$ cat src/rtl/mux_nx1_pipe.sv
// mux_nx1_pipe: registered N:1 selector for a pipeline-register boundary.
// Picks one of NUM_IN packed inputs by Sel. The pick is captured into the
// stage register under the usual flush/stall rules. Out-of-range selects are
// flagged and counted. Every output comes straight from a flop.
module mux_nx1_pipe #(
    parameter int              WIDTH       = 5,
    parameter int              NUM_IN      = 3,
    parameter int              SEL_W       = 2,
    parameter logic [WIDTH-1:0] DEFAULT_VAL = '0,
    parameter int              CNT_W       = 8
) (
    input  logic                    Clk,
    input  logic                    Rst_n,
    input  logic [NUM_IN*WIDTH-1:0] InBus,
    input  logic [SEL_W-1:0]        Sel,
    input  logic                    InValid,
    input  logic                    Stall,
    input  logic                    Flush,
    output logic [WIDTH-1:0]        Out,
    output logic                    OutValid,
    output logic                    SelErr,
    output logic [CNT_W-1:0]        ErrCount
);

    localparam logic [CNT_W-1:0] CNT_MAX = '1;

    logic [WIDTH-1:0] nxt;
    logic             nerr;
    logic             capture;

    // A stage capture happens only when the register is neither flushed nor held
    assign capture = !Flush && !Stall;

    // Out-of-range detection; when every Sel code maps to an input, no code is illegal
    generate
        if (NUM_IN == (2 ** SEL_W)) begin : g_full_range
            assign nerr = 1'b0;
        end else begin : g_partial_range
            localparam logic [SEL_W:0] NUM_IN_EXT = (SEL_W + 1)'(NUM_IN);
            assign nerr = ({1'b0, Sel} >= NUM_IN_EXT);
        end
    endgenerate

    // Combinational pick; an unmatched (out-of-range) Sel leaves the default value
    always_comb begin
        // NOTE: assign a default before any conditional write so no latch is inferred.
        nxt = DEFAULT_VAL;
        for (int k = 0; k < NUM_IN; k++) begin
            if (Sel == SEL_W'(k)) begin
                nxt = InBus[k*WIDTH +: WIDTH];
            end
        end
    end

    // Stage register for data, valid and error flag: flush beats stall beats capture
    always_ff @(posedge Clk or negedge Rst_n) begin
        // NOTE: sequential state uses non-blocking assignments so every flop samples pre-edge values.
        if (!Rst_n) begin
            Out      <= '0;
            OutValid <= 1'b0;
            SelErr   <= 1'b0;
        end else if (Flush) begin
            Out      <= '0;
            OutValid <= 1'b0;
            SelErr   <= 1'b0;
        end else if (!Stall) begin
            Out      <= nxt;
            OutValid <= InValid;
            SelErr   <= nerr & InValid;
        end
    end

    // Saturating count of valid out-of-range captures; only reset clears it
    always_ff @(posedge Clk or negedge Rst_n) begin
        if (!Rst_n) begin
            ErrCount <= '0;
        end else if (capture && InValid && nerr && (ErrCount != CNT_MAX)) begin
            ErrCount <= ErrCount + CNT_W'(1);
        end
    end

endmodule

$ cat config.mk
export PLATFORM = sky130hd
export DESIGN_NAME = mux_nx1_pipe
export DESIGN_NICKNAME = d
export VERILOG_FILES = /design/src/rtl/mux_nx1_pipe.sv
export SDC_FILE = /design/constraint.sdc
export NUM_CORES = 1
export LEC_CHECK = 0
export ABC_AREA = 1
export CORE_UTILIZATION = 45
export CTS_BUF_LIST = sky130_fd_sc_hd__clkbuf_16
export CTS_CLUSTER_SIZE = 12
export DETAILED_ROUTE_END_ITERATION = 6
export PLACE_DENSITY = 0.84
export SETUP_SLACK_MARGIN = 0.5
export SLEW_MARGIN = 20
export SYNTH_ARGS = -nofsm -noshare
export SYNTH_HDL_FRONTEND = slang
export SYNTH_SLANG_ARGS = --single-unit
$ cat constraint.sdc
create_clock -name Clk -period 2.4 [get_ports Clk]
set_input_delay 0.36 -clock Clk [delete_from_list [all_inputs] [get_ports Clk]]
set_output_delay 0.36 -clock Clk [all_outputs]
set_load 0.005 [all_outputs]
==> impl_metrics.toml, run 1 <==
[setup_path]
cp.arrival_ns = 1.24
crit_type = "flop to output pin"
startpoint_type = "flop"
crit_path_max_incr_delay_ns = 0.54
cp.required_ns = 2.04
cp_num_buf_inv = 1
cp_slowest_cell = "clkdlybuf4s50_1"
ff2ff_path_depth = 8
r2r_slack_ns = 1.07
cp_top_family = "buffers and inverters"
r2r_start = "ErrCount[0]"
crit_chain = "clkdlybuf4s50_1"
worstPathMaxFanout = 6
rr_endpoint = "ErrCount[5]"
critPathCaptureType = "output pin"

[clock_tree]
holdBufCountCts = 0
ctsResizeCount = 0
cts_htree_levels = 1
clock_latency_ns = 0.25
post-cts-setup-buffer-count = 0
cts_tree = "done"
cts_sinks = 15
clk_pin_slew_ns = 0.05
cts_buffers = 3
ctsRootBufferMaster = "clkbuf_16"
clock_path_buffers = 2

[floorplanning]
core_region_area_sq_um = 1780
die_h_um = 46.5
start_util = 0.499
die_area_sq_um = 2160
fp.dieW_um = 46.5
pin_count = 37
rows = 15

[cells_and_area]
final_core_util = 0.757
layout.nets = 186
area_growth_pct = 51.8
drive_above_1_share = 0.0926
diodes = 0

[power]
powerDensity_nw_per_um2 = 575
comb_power_share = 0.197
power.leakage_nw = 0.645
internal_power_uw = 586
clkPwrFrac = 0.421
finalPower_uw = 777
seqPwrFrac = 0.382
power_switching_uw = 191
swShare = 0.246
vdd.ir_drop.worst_v = 0.000413

[placed_design]
numPortBuffers = 36
dp_hpwl_um = 1790
gp_congestion = 0.814

[drt]
drc = 0
dr.first_iter.drc_count = 45
vias = 948
ant_nets = 0
drtPass1Iterations = 4
vias_per_cell = 5.07
wirelength_um = 2410
wl_per_cell_um = 12.9

[worst_hold_path]
hold_path_end = "Out[3]"
hp-class = "flop to flop"
holdPathStages = 2
hp-start = "Out[3]"

[yosys]
netlist_instances = 123
ys_types = 21
synthTopCellsByArea = "dfrtp_1, nand2_1, nand3_1, nor2_1, inv_1"
synth_seq_cells = 15
synth_warnings = 0
synth.yosys.seq_area_share = 0.422
yosysTopAreaCellShare = 0.422
synth_nets = 146
netlist_area_sq_um = 890
synth_area_per_cell_sq_um = 7.23
yosysTopAreaCell = "dfrtp_1"

[sta]
post-route-period-util = 0.665
timing.hold.ws_ns = 0.524
hold_violations = 0
max_freq_mhz = 626
fin_skew_ns = 0.000774
slew_violations = 0
relSlewSlack = 0.533
tns_ns = 0
period_minus_slack_ns = 1.60
tightest_slew_ns = 0.698
final-setup-viol-count = 0
rsz0062_at_grt = "false"

[global_route]
grt_max_degree = 16
grt-ovfl-total = 0
antenna_found_initial = 0
grt_usage = 0.272
grt_first_pass_wirelength_um = 4050
grt_pass1_vias = 895

[outcome]
outcome = "complete, no violations"

[flow_run]
cap_violations = 0
-- through the flow --
step | instances | area (sq um) | setup WS, ns
after floorplan | 123 | 890 | 1.20
after global placement | 183 | 1270 | 0.737
after detailed placement | 183 | 1270 | 0.705
after CTS | 187 | 1350 | 0.802
after global routing | 187 | 1350 | 0.755
final | 187 | 1350 | 0.804
-- sequential cells by signal, summed over array words and instances, names as in the netlist --
signal / count
OutValid: 1
Out: 5
SelErr: 1
ErrCount: 8
-- synth_stat cells --
master,number
a31o_2,1
buf_6,1
clkinv_2,1
dfrtp_1,15
ha_1,1
inv_1,7
inv_2,1
inv_4,1
nand2_1,58
nand2_2,3
nand2_4,1
nand3_1,15
nand3_2,1
nand4_1,1
nor2_1,9
nor2_4,1
nor2_8,1
o21ai_0,1
o21ai_1,1
xnor2_1,1
xor2_1,2
-- per-layer routing --
metal | up-vias | routed length [um] | track usage
met5 | - | 0 | 0
li1 | 464 | - | -
met2 | 29 | 1190 | 0.436
met1 | 446 | 1050 | 0.349
met3 | 9 | 110 | 0.0510
met4 | 0 | 63 | 0.129
-- power groups by stage --
stage	clock network, mW	logic [mW]	registers [mW]
5_1_grt	0.345	0.168	0.301
3_3_place_gp	0	0.148	0.300
3_5_place_dp	0	0.150	0.301
2_1_floorplan	0	0.0593	0.300
6_report	0.327	0.153	0.297
4_1_cts	0.333	0.153	0.297
-- cells in the final DEF, fill, tap and decap left out, drive strengths merged --
cell type / n
clkdlybuf4s50: 36
dfrtp: 15
clkbuf: 3
xnor2: 1
inv: 9
nand3: 16
nand4: 1
xor2: 2
nand2: 62
nor2: 11
clkinv: 2
ha: 1
a31o: 1
o21ai: 2
-- cells by family (layout without fill, tap and decap cells) --
group | Yosys count | count (layout) | synth area share
compound gates | 3 | 3 | 0.0211
simple gates | 90 | 90 | 0.454
xor+xnor | 3 | 3 | 0.0295
fa+ha+maj | 1 | 1 | 0.0141
flops | 15 | 15 | 0.422
buf+inv | 11 | 50 | 0.0591
-- worst max path at each step --
stage / startpoint / end / slack (ns) / cells past startpoint
floorplan: ErrCount[0] / ErrCount[4] / 1.20 / 8
global placement: Stall / ErrCount[4] / 0.74 / 8
detailed placement: Stall / ErrCount[4] / 0.70 / 8
CTS: ErrCount[2] / ErrCount[2] / 0.80 / 1
global route: ErrCount[5] / ErrCount[5] / 0.76 / 1
finish: ErrCount[4] / ErrCount[4] / 0.80 / 1
-- layout make-up --
cell class                 count  area [sq um]
fill                         144           433
sequential                    15           375
tap                           25          31.3
clock inverter                 1          5.00
clock buffer                   3          75.1
timing repair buffer          36           360
inverter                      10          41.3
multi-input combinational     97           462
Power figures use the tool's default switching activity.
==> run 2, diff against run 1 <==
--- a/config.mk
+++ b/config.mk
@@ -6,11 +6,11 @@
 export NUM_CORES = 1
 export LEC_CHECK = 0
 export ABC_AREA = 1
-export CORE_UTILIZATION = 45
+export CORE_UTILIZATION = 42
 export CTS_BUF_LIST = sky130_fd_sc_hd__clkbuf_16
 export CTS_CLUSTER_SIZE = 12
 export DETAILED_ROUTE_END_ITERATION = 6
-export PLACE_DENSITY = 0.84
+export PLACE_DENSITY = 0.79
 export SETUP_SLACK_MARGIN = 0.5
 export SLEW_MARGIN = 20
 export SYNTH_ARGS = -nofsm -noshare
==> constraint.sdc (replaced) <==
create_clock -name Clk -period 1.6 [get_ports Clk]
set_input_delay 0.24 -clock Clk [delete_from_list [all_inputs] [get_ports Clk]]
set_output_delay 0.24 -clock Clk [all_outputs]
set_load 0.005 [all_outputs]
==> impl_metrics.toml, run 2 (synthesized netlist as in run 1, its figures left out) <==
[sta]
tightest_slew_ns = 0.272
period_minus_slack_ns = 1.29
timing.hold.ws_ns = 0.307
max_freq_mhz = 775
hold_violations = 0
slew_violations = 0
relSlewSlack = 0.819
tns_ns = 0
fin_skew_ns = 0.00216
rsz0062_at_grt = "true"
final-setup-viol-count = 0
post-route-period-util = 0.807

[cells_and_area]
area_growth_pct = 75.0
multiInputGateArea_sq_um = 542
final_cell_mix = "nand2_1, clkdlybuf4s50_1, buf_4"
layout.nets = 208
reg_top3 = "ErrCount x8, Out x5"
nFillCells = 143
diodes = 0
drive_above_1_share = 0.348
fin_cells = 211
mostFrequentLayoutCell = "nand2_1"
final_core_util = 0.785
largest_reg_flops = 8
ff_latch_area_sq_um = 379
largest-register = "ErrCount"

[power]
power.leakage_nw = 0.810
powerDensity_nw_per_um2 = 856
vdd.ir_drop.worst_v = 0.000989

[drt]
vias_per_cell = 5.04
drc = 0
wirelength_um = 3000
dr.first_iter.drc_count = 26
wl_per_cell_um = 14.2
vias = 1064
drtPass1Iterations = 4
ant_nets = 0

[global_route]
grt_pass1_vias = 927
grt_first_pass_wirelength_um = 3950
antenna_found_initial = 0
grt_usage = 0.254
grt-ovfl-total = 0
grt_max_degree = 16

[clock_tree]
cts_htree_levels = 1
ctsRootBufferMaster = "clkbuf_16"
clock_latency_ns = 0.25
cts_sinks = 15
cts_buffers = 3
cts_tree = "done"
holdBufCountCts = 0
clock_path_buffers = 2
clk_pin_slew_ns = 0.05

[placed_design]
gp_congestion = 0.886
numPortBuffers = 36
dp_hpwl_um = 1740
dp_cells = 187

[setup_path]
crit_path_max_incr_delay_ns = 0.40
worstPathMaxFanout = 3
critPathCaptureType = "flop"
cp.required_ns = 1.74
crit_chain = "buf_6 -> ha_4 -> nand2_4 -> nor2_4 -> buf_6 -> xor2_2 -> nand2_2 -> nand2_2"
cp.arrival_ns = 1.43
cp_slowest_cell = "dfrtp_1"
crit_type = "flop to flop"
startpoint_type = "flop"

[floorplanning]
die_h_um = 48.0
die_area_sq_um = 2310
core_region_area_sq_um = 1980
pin_count = 37
fp.dieW_um = 48.0
rows = 16
start_util = 0.449

[outcome]
outcome = "complete, no violations"

[flow_run]
cap_violations = 0

[worst_hold_path]
hp-class = "input pin to async pin"
-- run 2: changes by cell type in the layout (fill, tap and decap cells not counted), moves of 3 or more --
cell / change
nand2_1: -6
nor2_1: -6
clkdlybuf4s15_1: +4
buf_6: +4
nand2_2: +5
dlygate4sd2_1: +3
nor2_2: +5
dfrtp_2: +3
clkdlybuf4s50_1: -18
buf_4: +18
clkbuf_2: +10
dfrtp_1: -3
-- run 2: area by class of cell --
class                   instances  area share
multi-input cells              98       0.348
repair buffers                 57       0.306
flip-flops and latches         15       0.244
clock buffers                   3      0.0482
inverters                      10      0.0297
well taps                      27      0.0217
clock inverters                 1     0.00241
-- run 2: critical path, delay by kind of cell, from the launching register on --
kind                       cells  cell delay, ns
adders and majority gates      1            0.16
xor gates and xnor gates       1            0.15
DFF                            1            0.40
and+or+nand+nor                4            0.23
buffers and inverters          2            0.25
-- run 2: final timing paths --
path                                   from     endpoint  slack, ns  depth (start not counted)
worst max register to register  ErrCount[0]  ErrCount[4]       0.31                          8
worst max-delay path            ErrCount[0]  ErrCount[4]       0.31                          8
min in group Clk                      Stall     OutValid       0.48                          3
worst min-delay path                  Rst_n     OutValid       0.31                          2
max in group asynchronous             Rst_n  ErrCount[2]       1.09                          2
worst min register to register       Out[4]       Out[4]       0.51                          2
-- run 2: report_power, final --
part	switching (mW)	internal, mW	total, mW
combinational	0.177	0.233	0.410
sequential	0.0228	0.412	0.434
clock	0.157	0.331	0.488
total	0.357	0.976	1.33
-- run 2: what timing repair did --
action | CTS | global route
resized for setup | 41 | 32
setup buffers | 17 | 2
pin swaps | 6 | 7
setup endpoints to repair | 29 | 23
cloned | 1 | 0
-- run 2: stage by stage --
stage	worst slack (ns)	instance area [sq um]	power (mW)
2_1_floorplan	0.409	892	0.541
3_3_place_gp	0.161	1290	0.680
3_5_place_dp	0.112	1290	0.688
4_1_cts	0.353	1530	1.28
5_1_grt	0.256	1560	1.38
6_report	0.309	1560	1.33
-- run 2: metal layers --
metal | track usage | part of all wire | vias to the layer above | wire length [um]
met5 | 0 | 0 | - | 0
met2 | 0.430 | 0.54 | 37 | 1620
met1 | 0.314 | 0.40 | 516 | 1210
met3 | 0.0717 | 0.050 | 5 | 150
li1 | - | - | 506 | -
met4 | 0.0722 | 0.0083 | 0 | 25
